===== config.mk =====
export PLATFORM = sky130hd
export DESIGN_NAME = mem_access_unit
export DESIGN_NICKNAME = d
export VERILOG_FILES = /design/src/rtl/mem_access_unit.sv
export SDC_FILE = /design/constraint.sdc
export NUM_CORES = 1
export LEC_CHECK = 0
export CORE_MARGIN = 3
export CORE_UTILIZATION = 48
export CTS_BUF_LIST = sky130_fd_sc_hd__clkbuf_4 sky130_fd_sc_hd__clkbuf_8
export CTS_CLUSTER_SIZE = 25
export DETAILED_ROUTE_END_ITERATION = 12
export PLACE_DENSITY = 0.89
export SYNTH_ARGS = -nofsm -noshare
export SYNTH_HDL_FRONTEND = slang
export SYNTH_SLANG_ARGS = --single-unit
export TNS_END_PERCENT = 5

===== constraint.sdc =====
create_clock -name CLK -period 4.4 [get_ports CLK]
set_input_delay 0.88 -clock CLK [delete_from_list [all_inputs] [get_ports CLK]]
set_output_delay 0.88 -clock CLK [all_outputs]
set_load 0.005 [all_outputs]

===== src/rtl/mem_access_unit.sv =====
// mem_access_unit: initiator side of a single-port SRAM for a load/store stage.
// Takes one load/store request at a time, performs a single SRAM access, and
// returns aligned, sign/zero-extended load data or an error response.
//
// Optional feature macro: MEM_RANGE_CHECK_EN
//   defined   -> a request with address bits above AWIDTH+1 set is an error
//   undefined -> those bits are ignored (address wraps)
//
// Ports:
//   CLK, RSTn                 clock, synchronous active-low reset
//   req_valid / req_ready     request handshake
//   req_we, req_size,         store flag, size (00 byte, 01 half, 10 word),
//   req_unsigned              zero-extend loads when set
//   req_addr, req_wdata       byte address, right-justified store data
//   rsp_valid / rsp_ready     response handshake
//   rsp_rdata, rsp_err        formatted load data, rejected-request flag
//   MEM_CSN, MEM_ADDR,        SRAM chip select (active low), word address,
//   MEM_WEN, MEM_BE, MEM_DI   write enable (0 = write), byte lanes, write data
//   MEM_DOUT                  SRAM read data, valid the cycle after the read
module mem_access_unit #(
  parameter int unsigned AWIDTH = 12
) (
  input  logic              CLK,
  input  logic              RSTn,
  input  logic              req_valid,
  output logic              req_ready,
  input  logic              req_we,
  input  logic [1:0]        req_size,
  input  logic              req_unsigned,
  input  logic [31:0]       req_addr,
  input  logic [31:0]       req_wdata,
  output logic              rsp_valid,
  input  logic              rsp_ready,
  output logic [31:0]       rsp_rdata,
  output logic              rsp_err,
  output logic              MEM_CSN,
  output logic [AWIDTH-1:0] MEM_ADDR,
  output logic              MEM_WEN,
  output logic [3:0]        MEM_BE,
  output logic [31:0]       MEM_DI,
  input  logic [31:0]       MEM_DOUT
);

  typedef enum logic [1:0] {IDLE, ACCESS, READ_WAIT, RESP} state_t;

  state_t state, state_nxt;

  // Request fields kept for the access and the load formatting
  logic       lat_we, lat_uns;
  logic [1:0] lat_size, lat_off;
  logic       lat_we_nxt, lat_uns_nxt;
  logic [1:0] lat_size_nxt, lat_off_nxt;

  logic              csn_nxt, wen_nxt, rsp_valid_nxt, rsp_err_nxt;
  logic [AWIDTH-1:0] addr_nxt;
  logic [3:0]        be_nxt;
  logic [31:0]       di_nxt, rsp_rdata_nxt;

  logic        req_accept, req_err, size_err, align_err, range_err, addr_hi_nz;
  logic [3:0]  req_be;
  logic [31:0] req_di;
  logic [7:0]  ld_byte;
  logic [15:0] ld_half;
  logic [31:0] ld_data;

  assign req_ready  = (state == IDLE) & RSTn;
  assign req_accept = req_valid & req_ready;

  // Request classification
  assign addr_hi_nz = |(req_addr >> (AWIDTH + 2));
  assign size_err   = (req_size == 2'b11);
  assign align_err  = ((req_size == 2'b01) & req_addr[0]) |
                      ((req_size == 2'b10) & (|req_addr[1:0]));
`ifdef MEM_RANGE_CHECK_EN
  assign range_err  = addr_hi_nz;
`else
  logic unused_addr_hi;
  assign unused_addr_hi = addr_hi_nz;
  assign range_err      = 1'b0;
`endif
  assign req_err = size_err | align_err | range_err;

  // Byte lanes and replicated write data for the incoming request
  always_comb begin : req_lanes
    req_be = 4'b0000;
    req_di = 32'h0;
    case (req_size)
      2'b00: begin
        req_be = 4'b0001 << req_addr[1:0];
        req_di = {4{req_wdata[7:0]}};
      end
      2'b01: begin
        req_be = 4'b0011 << {req_addr[1], 1'b0};
        req_di = {2{req_wdata[15:0]}};
      end
      default: begin
        req_be = 4'b1111;
        req_di = req_wdata;
      end
    endcase
    if (!req_we) req_di = 32'h0;
  end

  // Load alignment and extension from the captured read word
  always_comb begin : load_format
    ld_byte = MEM_DOUT[7:0];
    case (lat_off)
      2'd1:    ld_byte = MEM_DOUT[15:8];
      2'd2:    ld_byte = MEM_DOUT[23:16];
      2'd3:    ld_byte = MEM_DOUT[31:24];
      default: ld_byte = MEM_DOUT[7:0];
    endcase
    ld_half = lat_off[1] ? MEM_DOUT[31:16] : MEM_DOUT[15:0];
    case (lat_size)
      2'b00:   ld_data = lat_uns ? {24'h0, ld_byte} : {{24{ld_byte[7]}}, ld_byte};
      2'b01:   ld_data = lat_uns ? {16'h0, ld_half} : {{16{ld_half[15]}}, ld_half};
      default: ld_data = MEM_DOUT;
    endcase
  end

  // State register
  always_ff @(posedge CLK) begin : state_reg
    if (!RSTn) state <= IDLE;
    else       state <= state_nxt;
  end

  // Next-state logic
  always_comb begin : next_state
    state_nxt = state;
    case (state)
      IDLE:      if (req_accept) state_nxt = req_err ? RESP : ACCESS;
      ACCESS:    state_nxt = lat_we ? RESP : READ_WAIT;
      READ_WAIT: state_nxt = RESP;
      RESP:      if (rsp_ready) state_nxt = IDLE;
      default:   state_nxt = IDLE;
    endcase
  end

  // Next values of the registered outputs and latched request fields
  always_comb begin : out_comb
    csn_nxt       = MEM_CSN;
    wen_nxt       = MEM_WEN;
    addr_nxt      = MEM_ADDR;
    be_nxt        = MEM_BE;
    di_nxt        = MEM_DI;
    rsp_valid_nxt = rsp_valid;
    rsp_err_nxt   = rsp_err;
    rsp_rdata_nxt = rsp_rdata;
    lat_we_nxt    = lat_we;
    lat_uns_nxt   = lat_uns;
    lat_size_nxt  = lat_size;
    lat_off_nxt   = lat_off;
    case (state)
      IDLE: begin
        if (req_accept) begin
          lat_we_nxt   = req_we;
          lat_uns_nxt  = req_unsigned;
          lat_size_nxt = req_size;
          lat_off_nxt  = req_addr[1:0];
          if (req_err) begin
            rsp_valid_nxt = 1'b1;
            rsp_err_nxt   = 1'b1;
            rsp_rdata_nxt = 32'h0;
          end else begin
            csn_nxt  = 1'b0;
            wen_nxt  = ~req_we;
            addr_nxt = req_addr[AWIDTH+1:2];
            be_nxt   = req_be;
            di_nxt   = req_di;
          end
        end
      end
      ACCESS: begin
        csn_nxt = 1'b1;
        wen_nxt = 1'b1;
        be_nxt  = 4'b0000;
        if (lat_we) begin
          rsp_valid_nxt = 1'b1;
          rsp_err_nxt   = 1'b0;
          rsp_rdata_nxt = 32'h0;
        end
      end
      READ_WAIT: begin
        rsp_valid_nxt = 1'b1;
        rsp_err_nxt   = 1'b0;
        rsp_rdata_nxt = ld_data;
      end
      RESP: begin
        if (rsp_ready) begin
          rsp_valid_nxt = 1'b0;
          rsp_err_nxt   = 1'b0;
          rsp_rdata_nxt = 32'h0;
        end
      end
      default: ;
    endcase
  end

  // Output and request-field registers
  always_ff @(posedge CLK) begin : out_reg
    if (!RSTn) begin
      MEM_CSN   <= 1'b1;
      MEM_WEN   <= 1'b1;
      MEM_ADDR  <= '0;
      MEM_BE    <= 4'b0000;
      MEM_DI    <= 32'h0;
      rsp_valid <= 1'b0;
      rsp_err   <= 1'b0;
      rsp_rdata <= 32'h0;
      lat_we    <= 1'b0;
      lat_uns   <= 1'b0;
      lat_size  <= 2'b00;
      lat_off   <= 2'b00;
    end else begin
      MEM_CSN   <= csn_nxt;
      MEM_WEN   <= wen_nxt;
      MEM_ADDR  <= addr_nxt;
      MEM_BE    <= be_nxt;
      MEM_DI    <= di_nxt;
      rsp_valid <= rsp_valid_nxt;
      rsp_err   <= rsp_err_nxt;
      rsp_rdata <= rsp_rdata_nxt;
      lat_we    <= lat_we_nxt;
      lat_uns   <= lat_uns_nxt;
      lat_size  <= lat_size_nxt;
      lat_off   <= lat_off_nxt;
    end
  end

endmodule


## Word level (Yosys, flattened, before mapping)

Index checks and enable logic that the tools add are counted.

- Flip-flop bits (word level): 92
- Input port bits: 104
- Output and inout port bits: 85
- Word-level logic and storage cells: 82

- Eq/ne operators: 15
- Shifts and indexed selects: 2
- Multiplexer cells: 34
- Bitwise gates (word level): 8
- Reductions and logical operators: 10

Operators with widths:

| cell | count |
|---|---|
| $mux W32 | 7 |
| $pmux W32 S2 | 2 |
| $pmux W32 S4 | 1 |
| $pmux W8 S3 | 1 |
| $mux W16 | 1 |
| $pmux W4 S2 | 2 |
| $eq A2 B2 Y1 const B | 6 |
| $mux W1 | 10 |
| $ne A2 B2 Y1 const B | 5 |
| $eq A2 B1 Y1 const B | 4 |
| $mux W4 | 2 |
| $pmux W1 S4 | 2 |
| $pmux W2 S4 | 1 |
| $logic_not A2 Y1 | 3 |
| $mux W2 | 3 |
| $reduce_and A3 Y1 | 2 |
| $and A1 B1 Y1 | 4 |
| $pmux W1 S2 | 2 |
| $reduce_and A2 Y1 | 2 |
| $reduce_and A4 Y1 | 1 |
| $shl A1 B2 Y4 const A | 1 |
| $shl A2 B2 Y4 const A | 1 |
| $not A1 Y1 | 2 |
| $or A1 B1 Y1 | 2 |
| other kinds (2) | 2 |

## Logic depth before layout (Yosys ltp)

Gate-level depths: netlist of run 1.

- Depth after elaboration: 7
- Depth in mapped cells: 8
- Mapped depth without buffers: 6

## Worst setup path before layout of run 1

OpenSTA, ideal clock, no wires.

- Path type: input to register
- Start point: input req_valid
- End point: register rsp_rdata[28]
- Library setup time: 68 ps
- Arrival: 2226 ps
- Data required time: 4332 ps
- Path slack: 2106 ps
- Cell stages on the path: 6
- Path buffers: 2
- Cells stage by stage: buf_4 -> a21boi_2 -> or4_4 -> a211o_4 -> buf_12 -> o2bb2ai_4

- Longest elaborated chain between the ends: 3

Ends and longest elaborated chain:

| item | line | text |
|---|---|---|
| start, declared | 25 | `input logic req_valid,` |
| $and A1 B1 Y1 | 67 | `assign req_accept = req_valid & req_ready;` |
| $ne A2 B2 Y1 (no source line) | n/a |  |
| $reduce_and A4 Y1 (no source line) | n/a |  |
| end signal, assigned | 222 | `rsp_rdata <= rsp_rdata_nxt;` |
| end, declared | 34 | `output logic [31:0] rsp_rdata,` |

No other way between the ends.
A chain may end at the register's enable or synchronous reset.

## Worst setup path after layout of run 1

- Start point: input RSTn
- End point: output req_ready

- Longest elaborated chain between the ends: 1

Ends and longest elaborated chain:

| item | line | text |
|---|---|---|
| start, declared | 24 | `input logic RSTn,` |
| $and A1 B1 Y1 | 66 | `assign req_ready = (state == IDLE) & RSTn;` |
| end, declared | 26 | `output logic req_ready,` |

No other way between the ends.

==> results of run 1 <==
[how the worst max path moves through the flow]
stage | depth (start not counted) | slack, ns | endpoint | startpoint
6_report | 4 | 1.25 | req_ready | RSTn
5_1_grt | 4 | 1.19 | req_ready | RSTn
4_1_cts | 4 | 1.25 | req_ready | RSTn
3_5_place_dp | 4 | 1.24 | req_ready | RSTn
3_3_place_gp | 4 | 1.26 | req_ready | RSTn
2_1_floorplan | 6 | 2.11 | rsp_rdata[28] | req_valid
[cell families (layout without fill, tap and decap cells)]
logic type / count (synthesis) / after routing / share of synthesized area
and+or+nand+nor: 172 / 172 / 0.1816
AOI/OAI and AO/OA: 150 / 150 / 0.2439
DFF: 92 / 92 / 0.4093
buffers and inverters: 50 / 201 / 0.05061
muxes: 42 / 42 / 0.1007
adders and majority gates: 5 / 5 / 0.01390
[power by group]
part	switching, mW	internal (mW)
registers	0.0764	0.921
logic	0.458	0.418
clock network	0.309	0.229
total	0.843	1.57
[per-layer routing]
metal / GRT usage / vias up / routed length [µm]
li1: - / 2141 / -
met5: 0 / - / 0
met2: 0.4459 / 187 / 6874
met4: 0.1026 / 0 / 411
met1: 0.3186 / 2123 / 5378
met3: 0.07713 / 34 / 1261
[cells in the mapped netlist (all sizes together) (4+ instances only)]
| master | n |
|---|---|
| a21oi | 66 |
| a222oi | 8 |
| a22o | 9 |
| a32o | 7 |
| buf | 21 |
| clkbuf | 22 |
| dfxtp | 92 |
| ha | 5 |
| inv | 6 |
| mux2 | 26 |
| mux2i | 16 |
| nand2 | 86 |
| nand2b | 9 |
| nand3 | 45 |
| nor2 | 6 |
| nor2b | 13 |
| nor3 | 4 |
| o21ai | 18 |
| o2bb2ai | 16 |
[final cells by class]
type	instances	area, µm²	area share
clock buffer	11	145.1	0.02275
clock inverter	5	37.54	0.005882
inverter	7	26.28	0.004118
multi-input combinational	369	2434	0.3814
sequential	92	1842	0.2886
tap	108	135.1	0.02118
timing repair buffer	178	1762	0.2761
[placed cells by master (no fill, tap or decap), types with 8 or more instances in the layout]
cell	netlist	layout
o2bb2ai_2	9	9
clkdlybuf4s50_1	0	170
mux2_2	26	26
buf_4	2	8
nand2_1	86	86
o21ai_0	18	18
clkbuf_8	0	10
a21oi_1	66	65
nand2b_1	9	9
nand3_1	45	45
a22o_1	9	9
nor2b_1	12	12
a222oi_1	8	8
mux2i_1	16	16
dfxtp_1	92	92
[critical path, stage by stage]
cell and delay (ns):
clkdlybuf4s50_1 0.45, buf_4 0.22, and2_1 0.18, clkdlybuf4s50_1 0.53
[per-stage QoR]
stage,instances,utilization,setup slack [ns],hold slack (ns)
finish,770,0.7177,1.251,0.4543
CTS,770,0.7177,1.246,0.4570
detailed placement,754,0.6972,1.244,0.4437
global placement,754,0.6972,1.256,0.4371
floorplan,511,-,2.106,0.4483
global route,770,0.7177,1.186,0.4754
==> out/qor.yml, run 1 <==
status: "finished clean"
yosys_most_used_dff: "dfxtp_1"
power.density_nw_per_um2: 377.7
r2r_slack_ns: 1.91
rsz0062_at_grt: "no"
drt_iter0_markers: 237
cts_buffer_depth: 2
maxSlewHeadroom: 0.1593
area_growth_pct: 41.82
cp-end-kind: "output pin"
cts_tree: "done"
reg.largest.list: "MEM_DI x32, rsp_rdata x32, MEM_ADDR x12"
io_pins: 189
grt_pass1_wl_mm: 22.24
syn_nets: 620
finalInstanceArea_um2: 6381
crit_type: "primary input to output pin"
grt_pass1_vias: 4386
nets: 766
die_w_um: 102.8
antenna_found_initial: 0
syn_area_per_cell_um2: 8.805
holdCritPathClass: "flop to flop"
r2r_cells: 4
yosysTopAreaCellShare: 0.4093
fin_total_pwr_mw: 2.410
p_leak_nw: 2.331
cp.arrival_ns: 2.27
cts_root_buf: "clkbuf_8"
start_kind: "primary input"
synth_edf_count: 0
hp-start: "MEM_DI[15]"
dieArea_um2: 10570
fill_cells: 657
grt_overflow_total: 0
clkLatencyLatePin_ns: 0.36
cts_hold_buf: 0
period_share: 0.7157
cp.required_ns: 3.52
port_buffers: 170
ys_types: 50
hold_viol: 0
drv_cap: 0
skew_ns: 0.01284
fin_setup_tns_ns: 0
clk_pin_slew_ns: 0.10
place_congestion: 0.8758
wl_mm: 13.93
core_area_um2: 8891
placed_cell_area_um2: 6198
syn_inst: 511
drive_gt1_frac: 0.1073
cts_setup_buffers: 0
grt_usage: 0.2644
drv_slew: 0
ir_worst_vdd_uv: 185.2
start_util: 0.5061
cts_htree_levels: 3
yosys_warnings: 0
synth-seq-cells: 92
seq_area_frac_synth: 0.4093
cts.sinks: 92
rows: 34
hold_path_depth: 2
die_y_um: 102.8
timing.rr.end: "rsp_rdata[9]"
cts_buffers: 9
yosys.area.top_type: "dfxtp_1"
syn_area_um2: 4499
grt_max_degree: 53
drt-vias-per-instance: 5.825
setup_viol: 0
ant_nets: 0
tightest_slew_ns: 1.257
post-dp-hpwl_mm: 10.06
routed-via-count: 4485
diodes: 0
ctsResizeCount: 0
drc: 0
min_to: "MEM_DI[15]"
dr.pass1.iters: 6
crit_fanout: 18
fmax_mhz: 317.6
r2r-start: "lat_off[1]"
async_flop_share: 0
finalCriticalPeriod_ns: 3.149
synth_top_cells_by_area: "dfxtp_1, a21oi_1, nand2_1, mux2_2, nand3_1"
wire_per_inst_um: 18.08
No activity file was read; power rests on OpenSTA's default activity.
==> inputs of run 2 (changes only) <==
- CORE_UTILIZATION: 48 -> 40
- PLACE_DENSITY: 0.89 -> 0.79
- clock period: 4.4 -> 2.8 ns (I/O delays scaled with it)
==> run 2 against run 1 <==
Compared with the run above:
- sequential power grew 56%
- via count shrank 0.76%
- critical endpoint unchanged
- critical path depth unchanged
- first-iteration DRC count rose by 8.0%
- clock-buffer cell count unchanged
- hold slack got worse by 0.0020 ns
- register-to-register slack got worse by 1.6 ns
- sequential share of layout area decreased by 0.87 points
- combinational power is 65% higher
- die area grew 19%
- global-route usage fell by 4.3 points
==> out/qor.yml, run 2 (same netlist as run 1, synthesis figures left out) <==
status: "finished clean"
core_area_um2: 10940
area_growth_pct: 46.22
period_share: 0.9113
cts_htree_levels: 3
grt_usage: 0.2216
routed-via-count: 4451
drv_slew: 0
clkLatencyLatePin_ns: 0.38
drv_cap: 0
cts_buffer_depth: 2
crit_fanout: 12
holdCritPathClass: "flop to flop"
cts_setup_buffers: 0
rows: 38
diodes: 0
crit_buf_inv: 2
grt_pass1_vias: 4381
dr.pass1.iters: 8
drive_gt1_frac: 0.1218
clk_pin_slew_ns: 0.09
ff_latch_area_um2: 1842
final_common_cell: "clkdlybuf4s50_1"
die_w_um: 112.1
cp.required_ns: 2.24
rsz0062_at_grt: "no"
cts_buffers: 9
grt_overflow_total: 0
fin_setup_tns_ns: 0
cp-end-kind: "output pin"
max_stage_delay_ns: 0.53
critPathTopFamily: "buffers and inverters"
dieArea_um2: 12560
tightest_slew_ns: 0.9151
cts_root_buf: "clkbuf_8"
post-dp-hpwl_mm: 10.19
finalCriticalPeriod_ns: 2.552
dp_slack_ns: 0.1190
ctsResizeCount: 0
drt_iter0_markers: 256
crit_type: "flop to output pin"
mostFrequentLayoutCells: "clkdlybuf4s50_1, dfxtp_1, nand2_1"
reg.largest.list: "MEM_DI x32, rsp_rdata x32, MEM_ADDR x12"
cp.arrival_ns: 1.99
wl_mm: 14.04
grt_max_degree: 45
io_pins: 189
cp_slowest_cell: "clkdlybuf4s50_1"
cp_cell_sequence: "inv_1 -> ha_1 -> and2_1 -> clkdlybuf4s50_1"
fill_cells: 955
cts_tree: "done"
fmax_mhz: 391.9
setup_viol: 0
p_leak_nw: 2.418
wire_per_inst_um: 17.27
grt_pass1_wl_mm: 22.57
drc: 0
port_buffers: 170
cts.sinks: 92
power.density_nw_per_um2: 612.3
final.setup.worst_slack_ns: 0.2485
cts_hold_buf: 0
antenna_found_initial: 0
start_util: 0.4114
die_y_um: 112.1
maxSlewHeadroom: 0.3877
ir_worst_vdd_uv: 372.5
start_kind: "flop"
nets: 777
hold_viol: 0
drt-vias-per-instance: 5.475
place_congestion: 0.8434
ant_nets: 0
skew_ns: 0.008548
multi_input_area_um2: 2441
==> run 2: cell types whose count changed in the layout (fill, tap and decap cells not counted), sizes merged <==
cell | before | now
bufinv | 0 | 2
buf | 8 | 19
clkinvlp | 2 | 0
==> run 2: path summary, 6_finish.rpt <==
| check | start | endpoint | slack [ns] | depth (start not counted) |
|---|---|---|---|---|
| worst max register to register | state[1] | rsp_rdata[13] | 0.35 | 6 |
| worst min-delay path | MEM_DI[23] | MEM_DI[23] | 0.45 | 2 |
| worst max-delay path | state[0] | req_ready | 0.25 | 4 |
| worst min register to register | MEM_DI[23] | MEM_DI[23] | 0.45 | 2 |
==> run 2: where the power goes <==
group	leakage, nW	switching [mW]	internal, mW	total, mW
logic	1.56	0.739	0.706	1.44
registers	0.745	0.109	1.45	1.56
clock network	0.115	0.500	0.528	1.03
==> run 2: final cells by class <==
type | count | share of cell area
Clock buffer | 11 | 0.02111
Clock inverter | 5 | 0.01312
Sequential cell | 92 | 0.2800
Tap cell | 140 | 0.02663
Inverter | 7 | 0.003994
Multi-Input combinational cell | 369 | 0.3711
Timing Repair Buffer | 189 | 0.2841
==> run 2: stage by stage <==
stage	hold slack, ns	std cells	total power [mW]	instance area, µm²	util
after floorplan	0.4483	511	2.401	4499	-
after global placement	0.4385	797	2.975	6354	0.5810
after detailed placement	0.4445	797	3.019	6354	0.5810
after CTS	0.4573	813	4.047	6579	0.6016
after global routing	0.4823	813	4.278	6579	0.6016
final	0.4523	813	4.028	6579	0.6016
==> run 2: worst register-to-register path, cell delays in order, from the launching register on <==
cell and delay, ns:
dfxtp_1 0.40, inv_1 0.10, ha_1 0.32, a21boi_2 0.24
or4_4 0.55, nor2_2 0.53, a32o_1 0.27
==> run 2: per-layer routing <==
layer / share of wire / global-route usage
met1: 0.41 / 0.2721
met2: 0.47 / 0.3613
met3: 0.094 / 0.08356
met4: 0.018 / 0.07131
met5: 0 / 0
==> inputs of run 3 (changes only) <==
- SLEW_MARGIN: not set -> 30
==> run 3 against run 2 <==
Compared with the run above:
- sequential power is essentially flat
- clock-buffer cell count is the same
- core utilization about the same
- largest power group unchanged
- worst setup slack better by 0.0015 ns
- power is essentially flat
- routed wire length is 0.12% lower
- via count is 0.29% higher
- critical path depth did not move
- highest routed layer unchanged
- clock power hardly changed
- register-to-register slack about the same
==> out/qor.yml, run 3 (same netlist as run 1, synthesis figures left out) <==
status: "finished clean"
swShare: 0.3342
reg.largest.list: "MEM_DI x32, rsp_rdata x32, MEM_ADDR x12"
cts.sinks: 92
place_congestion: 0.8434
clkPwrFrac: 0.255
fin_setup_tns_ns: 0
ff_latch_area_um2: 1842
drc: 0
period_share: 0.9107
ir_worst_vdd_uv: 371.5
start_util: 0.4114
routed-via-count: 4464
grt_usage: 0.2216
cts_buffer_depth: 2
cts_root_buf: "clkbuf_8"
fin_total_pwr_mw: 4.027
comb_power_share: 0.359
clkLatencyLatePin_ns: 0.38
p_seq_frac: 0.386
r2r-start: "state[1]"
multi_input_area_um2: 2444
antenna_found_initial: 0
grt_pass1_wl_mm: 22.57
crit_buf_inv: 2
ant_nets: 0
cp-end-kind: "output pin"
area_growth_pct: 46.27
drt_iter0_markers: 258
power.density_nw_per_um2: 611.9
crit_fanout: 12
wl_mm: 14.02
holdCritPathClass: "flop to flop"
cp.required_ns: 2.24
grt_overflow_total: 0
clk_pin_slew_ns: 0.09
wire_per_inst_um: 17.24
die_w_um: 112.1
fmax_mhz: 392.2
drv_cap: 0
io_pins: 189
cp_slowest_cell: "clkdlybuf4s50_1"
setup_viol: 0
grt_max_degree: 45
core_area_um2: 10940
drive_gt1_frac: 0.1233
post-dp-hpwl_mm: 10.19
cp_cell_sequence: "inv_1 -> ha_1 -> and2_1 -> clkdlybuf4s50_1"
internal-power_mw: 2.681
skew_ns: 0.009066
die_y_um: 112.1
critPathTopFamily: "buffers and inverters"
mostFrequentLayoutCells: "clkdlybuf4s50_1, dfxtp_1, nand2_1"
crit_type: "flop to output pin"
p_leak_nw: 2.418
fill_cells: 954
cts_buffers: 9
cts_tree: "done"
finalCriticalPeriod_ns: 2.550
rsz0062_at_grt: "no"
dr.pass1.iters: 6
start_kind: "flop"
diodes: 0
ctsResizeCount: 0
hp-start: "MEM_DI[23]"
grt_pass1_vias: 4381
drv_slew: 0
hold_viol: 0
tightest_slew_ns: 0.7990
cts_hold_buf: 0
crit_start: "state[0]"
final_common_cell: "clkdlybuf4s50_1"
fin_util: 0.6018
rows: 38
nets: 777
max_stage_delay_ns: 0.53
port_buffers: 170
drt-vias-per-instance: 5.491
cts_setup_buffers: 0
p_switching_mw: 1.346
cp.arrival_ns: 1.99
maxSlewHeadroom: 0.4659
dieArea_um2: 12560
cts_htree_levels: 3
==> run 3: area by class of cell <==
class,count,area share
clock buffers,11,0.02110
multi-input cells,369,0.3713
well taps,140,0.02662
repair buffers,189,0.2840
flip-flops and latches,92,0.2798
inverters,7,0.003992
clock inverters,5,0.01312
==> run 3: routing by layer <==
metal | vias to the layer above | GRT usage | wire length (µm)
met2 | 185 | 0.3613 | 6669
met3 | 22 | 0.08356 | 1316
met4 | 0 | 0.07131 | 240
met1 | 2097 | 0.2721 | 5793
met5 | - | 0 | 0
li1 | 2160 | - | -
==> run 3: path summary, 6_finish.rpt <==
check | slack, ns | endpoint | depth (start not counted)
setup / recovery | 0.25 | req_ready | 4
hold / removal | 0.45 | MEM_DI[23] | 2
setup reg to reg | 0.34 | rsp_rdata[8] | 6
hold reg to reg | 0.45 | MEM_DI[23] | 2
==> run 3: power groups by stage <==
stage | clock network [mW] | logic, mW | registers [mW]
after floorplan | 0 | 0.837 | 1.56
after global placement | 0 | 1.40 | 1.58
after detailed placement | 0 | 1.43 | 1.59
after CTS | 1.05 | 1.44 | 1.55
after global routing | 1.12 | 1.58 | 1.58
final | 1.03 | 1.45 | 1.56
==> run 3: worst reg2reg max path, cell delays in order, from the launching register on <==
cell and delay, ns:
dfxtp_1 0.40, inv_1 0.10, ha_1 0.32, a21boi_2 0.24, or4_4 0.55, nor2_2 0.54
a32o_1 0.26
==> run 3: metrics by stage <==
stage	hold slack (ns)	std cells	setup slack, ns	instance area (µm²)
2_1_floorplan	0.4483	511	0.7444	4499
3_3_place_gp	0.4385	797	0.1492	6354
3_5_place_dp	0.4445	797	0.1190	6354
4_1_cts	0.4573	813	0.2136	6579
5_1_grt	0.4823	813	0.09212	6581
6_report	0.4516	813	0.2500	6581
